===== config.mk =====
export PLATFORM = sky130hd
export DESIGN_NAME = slave_mem_responder
export DESIGN_NICKNAME = d
export VERILOG_FILES = /design/src/rtl/slave_mem_responder.sv
export SDC_FILE = /design/constraint.sdc
export NUM_CORES = 1
export LEC_CHECK = 0
export ABC_AREA = 1
export CORE_MARGIN = 2
export CORE_UTILIZATION = 25
export DETAILED_ROUTE_END_ITERATION = 7
export PLACE_DENSITY_LB_ADDON = 0.15
export RECOVER_POWER = 100
export SKIP_CTS_REPAIR_TIMING = 1
export SYNTH_ARGS = -nofsm -noshare
export SYNTH_HDL_FRONTEND = slang
export SYNTH_SLANG_ARGS = --single-unit

===== constraint.sdc =====
create_clock -name clk -period 21.9 [get_ports clk]
set_clock_uncertainty 0.1 [all_clocks]
set_input_delay 3.285 -clock clk [delete_from_list [all_inputs] [get_ports clk]]
set_output_delay 3.285 -clock clk [all_outputs]
set_load 0.02 [all_outputs]

===== src/rtl/slave_mem_responder.sv =====
// slave_mem_responder
//   Single-lane slave endpoint for one crossbar slave port. Accepts read and
//   write requests on a req/ack handshake and answers them from a small
//   word-addressed memory. The ack can be delayed by a configurable number of
//   wait cycles. Read data returns through a fixed-latency pipeline as a
//   one-cycle resp pulse.
//
//   Parameters
//     AW       slave address width
//     DEPTH    memory words (power of two, >= 2)
//     ACK_WAIT extra wait cycles before ack (0..15)
//     RD_LAT   cycles from read acceptance to the resp pulse (1..8)
//
//   Ports
//     clk    sole clock, rising edge
//     rst    asynchronous active-high reset
//     req    request, held high until accepted
//     cmd    1 = write, 0 = read
//     addr   word address (wraps modulo DEPTH)
//     wdata  write data
//     ack    registered; transfer accepted at an edge where req & ack
//     resp   registered one-cycle read-response pulse
//     rdata  registered read data, zero whenever resp is low
module slave_mem_responder #(
  parameter int AW       = 30,
  parameter int DEPTH    = 16,
  parameter int ACK_WAIT = 0,
  parameter int RD_LAT   = 2
) (
  input  logic          clk,
  input  logic          rst,
  input  logic          req,
  input  logic          cmd,
  input  logic [AW-1:0] addr,
  input  logic [31:0]   wdata,
  output logic          ack,
  output logic          resp,
  output logic [31:0]   rdata
);

  localparam int IW = $clog2(DEPTH);

  typedef enum logic [1:0] {
    IDLE = 2'd0,
    WAIT = 2'd1,
    ACK  = 2'd2
  } state_t;

  state_t        state;
  state_t        state_nxt;
  logic [3:0]    cnt;
  logic [3:0]    cnt_nxt;
  logic [IW-1:0] idx;
  logic          accept;
  logic          rd_acc;
  logic          wr_acc;

  logic [31:0]   mem   [DEPTH];
  logic          vld_p [RD_LAT];
  logic [31:0]   dat_p [RD_LAT];

  // Upper address bits select nothing: the address space wraps modulo DEPTH.
  assign idx = addr[IW-1:0];

  if (AW > IW) begin : g_addr_hi
    logic unused_addr_hi;
    assign unused_addr_hi = ^addr[AW-1:IW];
  end

  // ack is a register that is high exactly while the FSM sits in ACK, so the
  // accepting edge is simply one where ack and req coincide.
  assign accept = ack & req;
  assign rd_acc = accept & ~cmd;
  assign wr_acc = accept & cmd;

  // Next-state logic
  always_comb begin
    state_nxt = state;
    cnt_nxt   = cnt;
    case (state)
      IDLE: begin
        if (req) begin
          if (ACK_WAIT > 0) begin
            state_nxt = WAIT;
            cnt_nxt   = 4'(ACK_WAIT);
          end else begin
            state_nxt = ACK;
          end
        end
      end
      WAIT: begin
        if (!req) begin
          // Master withdrew before being served; abandon the wait.
          state_nxt = IDLE;
          cnt_nxt   = 4'd0;
        end else begin
          cnt_nxt = cnt - 4'd1;
          if (cnt == 4'd1) begin
            state_nxt = ACK;
          end
        end
      end
      ACK: begin
        // One ack cycle only; a missing req here is a master protocol
        // violation and nothing is accepted.
        state_nxt = IDLE;
      end
      default: begin
        state_nxt = IDLE;
        cnt_nxt   = 4'd0;
      end
    endcase
  end

  // Control registers
  always_ff @(posedge clk or posedge rst) begin
    if (rst) begin
      state <= IDLE;
      cnt   <= 4'd0;
      ack   <= 1'b0;
    end else begin
      state <= state_nxt;
      cnt   <= cnt_nxt;
      ack   <= (state_nxt == ACK);
    end
  end

  // Backing memory
  always_ff @(posedge clk or posedge rst) begin
    if (rst) begin
      for (int i = 0; i < DEPTH; i++) begin
        mem[i] <= 32'h0;
      end
    end else if (wr_acc) begin
      mem[idx] <= wdata;
    end
  end

  // Read pipeline stage p0: the sample is taken from mem before any write at
  // this edge, and non-read slots carry zero so rdata idles at zero.
  // Stages p1..p(RD_LAT-1) are a plain shift; the last stage drives outputs.
  always_ff @(posedge clk or posedge rst) begin
    if (rst) begin
      for (int k = 0; k < RD_LAT; k++) begin
        vld_p[k] <= 1'b0;
        dat_p[k] <= 32'h0;
      end
    end else begin
      vld_p[0] <= rd_acc;
      dat_p[0] <= rd_acc ? mem[idx] : 32'h0;
      for (int k = 1; k < RD_LAT; k++) begin
        vld_p[k] <= vld_p[k-1];
        dat_p[k] <= dat_p[k-1];
      end
    end
  end

  assign resp  = vld_p[RD_LAT-1];
  assign rdata = dat_p[RD_LAT-1];

endmodule


==> impl_metrics.tcl, run 1 <==
set metrics [dict create \
    run_status "complete, but fails checks" \
    failed_checks "capacitance limit, slew limit" \
    synthMuxAreaShare 0 \
    rsz0062_at_grt "no" \
    cp-end-kind "flop" \
    place.gp.congestion 0.694 \
    cp_data_required_time_ns 22.17 \
    period_needed_ns 10.25 \
    cts_tree "built" \
    setup_viol_count_final 0 \
    tightest_slew_ns 4.80 \
    via_per_inst 4.37 \
    synth-compound-area-share 0.0992 \
    leakage_uw 0.0150 \
    setup.worst_path.start "addr[3]" \
    io_buffers 73 \
    drt_pass1_iterations 5 \
    ys_ff_latch 585 \
    drive_gt1_frac 0.0354 \
    cts.sink_count 585 \
    grt_usage 0.160 \
    wl_per_cell_um 18.0 \
    fp-row-count 118 \
    timing.hold.ws_ns 0.246 \
    area_delta_synth_final_pct 13.5 \
    synthSimpleGateAreaFrac 0.287 \
    synth_top_family_by_area "simple AND/OR/NAND/NOR gates" \
    remaining_drc_errors 0 \
    syn_area_per_cell_um2 7.74 \
    irDropWorstVdd_v 0.0000452 \
    layout_common_cells "nand2_1 (1835), dfrtp_1 (585), o21ai_0 (478), nor2_1 (105), clkbuf_16 (71)" \
    rrSetupSlack_ns 17.14 \
    ant_nets 0 \
    gr-total-overflow 0 \
    powerDensity_nw_per_um2 88.2 \
    core_um2 103000 \
    synth_fa_ha_area_frac 0.000958 \
    finalSetupTns_ns 0 \
    syn_inst 3374 \
    wl_mm 84.6 \
    drtIter0Drc 1461 \
    design.die.area_um2 107000 \
    seq_area_frac_synth 0.561 \
    hold_depth 0 \
    synth_nets 3442 \
    grt_antenna_before_repair 3 \
    start_util 0.252 \
    period_share 0.468 \
    grt_pass1_vias 20100 \
    clk_latency_ns 0.62 \
    die_x_um 327 \
    startpoint_type "input port" \
    syn-cell-area_um2 26100 \
    ios 100 \
    fmax_mhz 97.6 \
    fp.dieH_um 327 \
    arrival_ns 10.51 \
    synth_xor_area_frac 0 \
    h-tree-depth 3 \
    final_nets 3348 \
    clk_pin_slew_ns 0.06 \
    final_common_cell "nand2_1" \
    holdCritPathClass "flop to flop" \
    path_class "input port to flop" \
    clk_path_buf_depth 3 \
    crit_fanout 50 \
    timing.hold.worst.start "dat_p[37]$_DFF_PP0_" \
    grt_first_pass_wirelength_mm 130 \
    hold_viol_final 0 \
    reg2reg_depth 4 \
    synth_warnings 0 \
    num_vias 20600 \
    r2r-start "ack$_DFF_PP0_" \
    grt_start_max_net_pins 156 \
    cts_root_buf "clkbuf_16" \
    place_hpwl_mm 40.9 \
    max_slew_margin -2.22 \
    maxCapViolCount 25 \
    slew_viol_final 1352 \
    yosysUniqueCellTypes 24 \
    numCtsBuffers 69 \
]
routing by layer:
metal | track usage | wire [um] | part of all wire | up-vias
met3 | 0.0259 | 3560 | 0.042 | 100
met4 | 0.0447 | 1860 | 0.022 | 4
li1 | - | - | - | 10300
met5 | 0 | 25 | 0.00030 | -
met1 | 0.219 | 40600 | 0.48 | 9869
met2 | 0.261 | 38500 | 0.46 | 329
layout make-up:
class / count / area (um2)
fillers: 11400 / 73900
well taps: 1380 / 1730
diodes: 1 / 2.50
clock buffers: 110 / 2090
flip-flops and latches: 585 / 14600
multi-input cells: 2480 / 10000
repair buffers: 97 / 902
clock inverters: 10 / 53.8
inverters: 47 / 190
flip-flops by register name, summed over array words and instances, names as in the netlist:
name,cells
mem,512
cnt,4
vld_p,1
state,2
ack,1
rdata,32
dat_p,32
resp,1
cell families (layout without fill, tap and decap cells):
group / after synthesis / count (layout)
and+or+nand+nor: 1961 / 1961
other: 0 / 1
adders and majority gates: 2 / 2
buffers and inverters: 309 / 264
AOI/OAI and AO/OA: 517 / 517
DFF: 585 / 585
power breakdown:
group,switching (uW),internal (uW),leakage [uW]
registers,50.6,1180,0.00792
clock network,466,652,0.00106
logic,175,87.4,0.00601
total,691,1920,0.0150
cells in the mapped netlist (all sizes together):
cell type | instances | share of area
a21oi | 34 | 0.0065
a31oi | 1 | 0.00024
buf | 95 | 0.021
clkbuf | 167 | 0.024
dfrtp | 585 | 0.56
ha | 2 | 0.00096
inv | 47 | 0.0068
nand2 | 1835 | 0.26
nand3 | 10 | 0.0035
nand4 | 4 | 0.0026
nor2 | 108 | 0.016
nor3 | 4 | 0.0012
o21ai | 481 | 0.092
o22ai | 1 | 0.00024
critical path: stages:
cell and delay [ns]:
dlygate4sd3_1 0.64, nor2_4 0.10, clkbuf_1 1.78, clkbuf_1 0.84
nand2_1 0.11, nor2_1 0.96, clkbuf_1 2.44, a21oi_1 0.28
final timing paths:
kind | endpoint
min in group asynchronous | vld_p[1]$_DFF_PP0_
worst min-delay path | rdata[5]$_DFF_PP0_
worst max-delay path | mem[504]$_DFFE_PP0P_
max in group asynchronous | dat_p[49]$_DFF_PP0_
worst min register to register | rdata[5]$_DFF_PP0_
worst max register to register | mem[122]$_DFFE_PP0P_
per-stage QoR:
stage	power [uW]	utilization	instance area [um2]	setup slack, ns	instances
2_1_floorplan	1440	-	26100	2.15	3374
3_3_place_gp	1520	0.268	27700	15.15	4589
3_5_place_dp	1520	0.268	27700	15.08	4589
4_1_cts	2660	0.289	29900	15.76	4709
5_1_grt	2760	0.286	29600	10.20	4709
6_report	2610	0.286	29600	11.65	4710
Note: power is estimated with default switching activity, not from simulation.
==> run 2, diff against run 1 <==
- clock period: 21.9 -> 8.54 ns (I/O delays scaled with it)
==> impl_metrics.tcl, run 2 (same netlist as run 1, synthesis figures left out) <==
set metrics [dict create \
    numCtsBuffers 70 \
    grt_antenna_before_repair 2 \
    gr-total-overflow 0 \
    leakage_uw 0.0151 \
    place.gp.congestion 0.696 \
    seq_power_share 0.466 \
    dp_cells 4589 \
    grt_pass1_vias 20400 \
    final_cells 4708 \
    rsz0062_at_grt "no" \
    hold_depth 0 \
    cts_root_buf "clkbuf_16" \
    fmax_mhz 167 \
    final_nets 3349 \
    drive_gt1_frac 0.0445 \
    multi_input_area_um2 10200 \
    h-tree-depth 3 \
    path_class "input port to flop" \
    period_needed_ns 5.97 \
    cp-end-kind "flop" \
    powerDensity_nw_per_um2 227 \
    num_vias 20500 \
    grt_usage 0.159 \
    layout_common_cells "nand2_1 (1831), dfrtp_1 (585), o21ai_0 (478), nor2_1 (105), clkbuf_16 (74)" \
    clk_pin_slew_ns 0.05 \
    p_int_uw 5000 \
    ios 100 \
    largest_register_ff_count 512 \
    wl_mm 84.0 \
    clockPowerShare 0.434 \
    via_per_inst 4.36 \
    max_slew_margin -1.29 \
    grt_start_max_net_pins 155 \
    fillCellCount 11300 \
    grt_first_pass_wirelength_mm 130 \
    area_delta_synth_final_pct 14.7 \
    reg2reg_depth 6 \
    fp.dieH_um 327 \
    irDropWorstVdd_v 0.000137 \
    io_buffers 73 \
    core_um2 103000 \
    p_total_uw 6790 \
    clk_path_buf_depth 3 \
    cp_num_buf_inv 3 \
    cp_slowest_stage_delay_ns 2.45 \
    setup_viol_count_final 0 \
    regMostFlops "mem" \
    hold_viol_final 0 \
    die_x_um 327 \
    startpoint_type "input port" \
    cts_tree "built" \
    tightest_slew_ns 3.43 \
    period_share 0.700 \
    slowest_stage "clkbuf_1" \
    failed_checks "capacitance limit, slew limit" \
    clk_latency_ns 0.62 \
    cp_data_required_time_ns 8.91 \
    crit_cells 6 \
    start_util 0.252 \
    path_delay_family "buffers and inverters" \
    p_switching_uw 1790 \
    wl_per_cell_um 17.8 \
    final_common_cell "nand2_1" \
    maxCapViolCount 2 \
    drt_pass1_iterations 7 \
    diodes 0 \
    cts.sink_count 585 \
    cp_cell_sequence "buf_6 > clkbuf_1 > nand4_4 > buf_4 > nand2_1 > o21ai_0" \
    drtIter0Drc 1498 \
    slew_viol_final 169 \
    finalSetupTns_ns 0 \
    remaining_drc_errors 0 \
    arrival_ns 6.34 \
    fp-row-count 118 \
    place_hpwl_mm 41.8 \
    combPwrFrac 0.100 \
    ant_nets 0 \
    sw_frac_of_total 0.264 \
    holdCritPathClass "flop to flop" \
    regArea_um2 14600 \
    run_status "complete, but fails checks" \
    design.die.area_um2 107000 \
    crit_fanout 45 \
]
run 2: cell type report:
| class | count | area share |
|---|---|---|
| Timing Repair Buffer | 97 | 0.0317 |
| Inverter | 47 | 0.00635 |
| Clock buffer | 106 | 0.0695 |
| Sequential cell | 585 | 0.489 |
| Multi-Input combinational cell | 2480 | 0.341 |
| Clock inverter | 13 | 0.00460 |
| Tap cell | 1380 | 0.0577 |
run 2: layer usage:
| metal | up-vias | wire [um] | global-route usage |
|---|---|---|---|
| met3 | 93 | 3130 | 0.0203 |
| met1 | 9841 | 40300 | 0.220 |
| li1 | 10300 | - | - |
| met2 | 322 | 39100 | 0.263 |
| met5 | - | 15 | 0 |
| met4 | 4 | 1480 | 0.0412 |
run 2: worst paths after layout:
path                                     from              endpoint  slack, ns
max in group asynchronous                 rst  mem[312]$_DFFE_PP0P_       3.48
max reg2reg                     ack$_DFF_PP0_  mem[391]$_DFFE_PP0P_       5.33
min                        vld_p[1]$_DFF_PP0_        resp$_DFF_PP0_       0.24
min in group asynchronous                 rst    cnt[1]$_DFFE_PP0N_       1.20
min reg2reg                vld_p[1]$_DFF_PP0_        resp$_DFF_PP0_       0.24
max                                   addr[1]  mem[391]$_DFFE_PP0P_       2.57
run 2: per-stage QoR:
stage	util	area (um2)	hold slack, ns	setup slack, ns
after floorplan	-	26100	0.231	-0.814
after global placement	0.268	27700	0.231	3.79
after detailed placement	0.268	27700	0.235	3.78
after CTS	0.290	30000	0.246	4.43
after global routing	0.289	29900	0.252	2.27
final	0.289	29900	0.242	2.57
run 2: power by group through the flow:
stage | Combinational [uW] | Clock, uW | Sequential [uW]
floorplan | 505 | 0 | 3190
global placement | 692 | 0 | 3210
detailed placement | 697 | 0 | 3210
CTS | 699 | 3050 | 3160
global route | 806 | 3160 | 3200
finish | 677 | 2940 | 3160
==> run 3, diff against run 2 <==
- clock period: 8.54 -> 5 ns (I/O delays scaled with it)
==> impl_metrics.tcl, run 3 (same netlist as run 1, synthesis figures left out) <==
set metrics [dict create \
    wl_mm 83.7 \
    fmax_mhz 251 \
    layout_common_cells "nand2_1 (1831), dfrtp_1 (585), o21ai_0 (479), nor2_1 (107), clkbuf_16 (71)" \
    grt_start_max_net_pins 194 \
    h-tree-depth 3 \
    io_buffers 73 \
    final_nets 3360 \
    rsz0062_at_grt "no" \
    hold_viol_final 0 \
    cts.sink_count 585 \
    diodes 0 \
    grt_first_pass_wirelength_mm 129 \
    regMostFlops "mem" \
    via_per_inst 4.38 \
    slew_viol_final 558 \
    fp-row-count 118 \
    maxCapViolCount 12 \
    clk_latency_ns 0.62 \
    cts_root_buf "clkbuf_16" \
    numCtsBuffers 69 \
    place.gp.congestion 0.696 \
    max_slew_margin -0.506 \
    tightest_slew_ns 2.25 \
    largest_register_ff_count 512 \
    start_util 0.252 \
    grt_usage 0.157 \
    drt_pass1_iterations 5 \
    timing.hold.ws_ns 0.244 \
    design.die.area_um2 107000 \
    path_class "input port to flop" \
    r2r-start "ack$_DFF_PP0_" \
    hold_depth 0 \
    clk_path_buf_depth 3 \
    period_share 0.795 \
    startpoint_type "input port" \
    run_status "complete, but fails checks" \
    num_vias 20700 \
    area_delta_synth_final_pct 14.9 \
    failed_checks "capacitance limit, slew limit" \
    finalSetupTns_ns 0 \
    final_cells 4726 \
    setup_viol_count_final 0 \
    place_hpwl_mm 43.9 \
    powerDensity_nw_per_um2 389 \
    grt_antenna_before_repair 0 \
    dp_cells 4601 \
    clk_pin_slew_ns 0.06 \
    ant_nets 0 \
    utilization 0.290 \
    drtIter0Drc 1364 \
    holdCritPathClass "flop to flop" \
    setup.worst_path.start "addr[2]" \
    ios 100 \
    cp-end-kind "flop" \
    reg2reg_depth 7 \
    remaining_drc_errors 0 \
    die_x_um 327 \
    timing.hold.worst.start "dat_p[45]$_DFF_PP0_" \
    grt_pass1_vias 20000 \
    gr-total-overflow 0 \
    arrival_ns 4.34 \
    crit_fanout 38 \
    period_needed_ns 3.98 \
    fin_ws_ns 1.02 \
    wl_per_cell_um 17.7 \
    fillCellCount 11300 \
    fp.dieH_um 327 \
    core_um2 103000 \
    leakage_uw 0.0152 \
    final_common_cell "nand2_1" \
    cp_data_required_time_ns 5.36 \
    post-place-ws_ns 0.879 \
    irDropWorstVdd_v 0.000205 \
    drive_gt1_frac 0.0463 \
    cts_tree "built" \
]
[run 3: cell count changes in the layout (fill, tap and decap cells not counted), sizes merged, moves of 2 or more]
cell           change
clkbuf            +10
inv                +2
dlygate4sd3        +2
clkdlybuf4s50      -2
clkinv             +4
[run 3: path summary, 6_finish.rpt]
path,endpoint,slack [ns]
worst max-delay path,mem[276]$_DFFE_PP0P_,1.02
worst min-delay path,rdata[13]$_DFF_PP0_,0.24
worst max register to register,mem[403]$_DFFE_PP0P_,1.52
worst min register to register,rdata[13]$_DFF_PP0_,0.24
max in group asynchronous,mem[193]$_DFFE_PP0P_,1.25
min in group asynchronous,mem[329]$_DFFE_PP0P_,0.83
[run 3: per-layer routing]
layer	vias to the layer above	wire length, um	global-route usage	share of wire
met5	-	0	0	0
met4	0	1670	0.0438	0.020
met3	90	2450	0.0186	0.029
met2	285	38500	0.256	0.46
met1	10000	41100	0.221	0.49
li1	10300	-	-	-
[run 3: through the flow]
stage,cell area (um2),total power (uW)
5_1_grt,30000,12300
3_3_place_gp,27900,6680
6_report,30000,11700
3_5_place_dp,27900,6690
2_1_floorplan,26100,6310
4_1_cts,30200,11900
[run 3: critical path, cell delays in order]
cell and delay, ns:
dlygate4sd3_1 0.71, inv_1 0.09, nor2_1 0.27, buf_4 0.39
nand4_1 1.26, buf_12 0.66, nand2_1 0.09, o21ai_0 0.08
[run 3: cell type report]
type,count,area [um2],area share
repair buffers,109,1050,0.0351
flip-flops and latches,585,14600,0.488
clock buffers,105,2070,0.0691
multi-input cells,2480,10100,0.338
clock inverters,20,194,0.00646
inverters,47,190,0.00634
well taps,1380,1730,0.0575
[run 3: report_power, final]
group          switching [uW]  internal (uW)
Sequential                221           5180
Clock                    2090           3020
Combinational             774            389
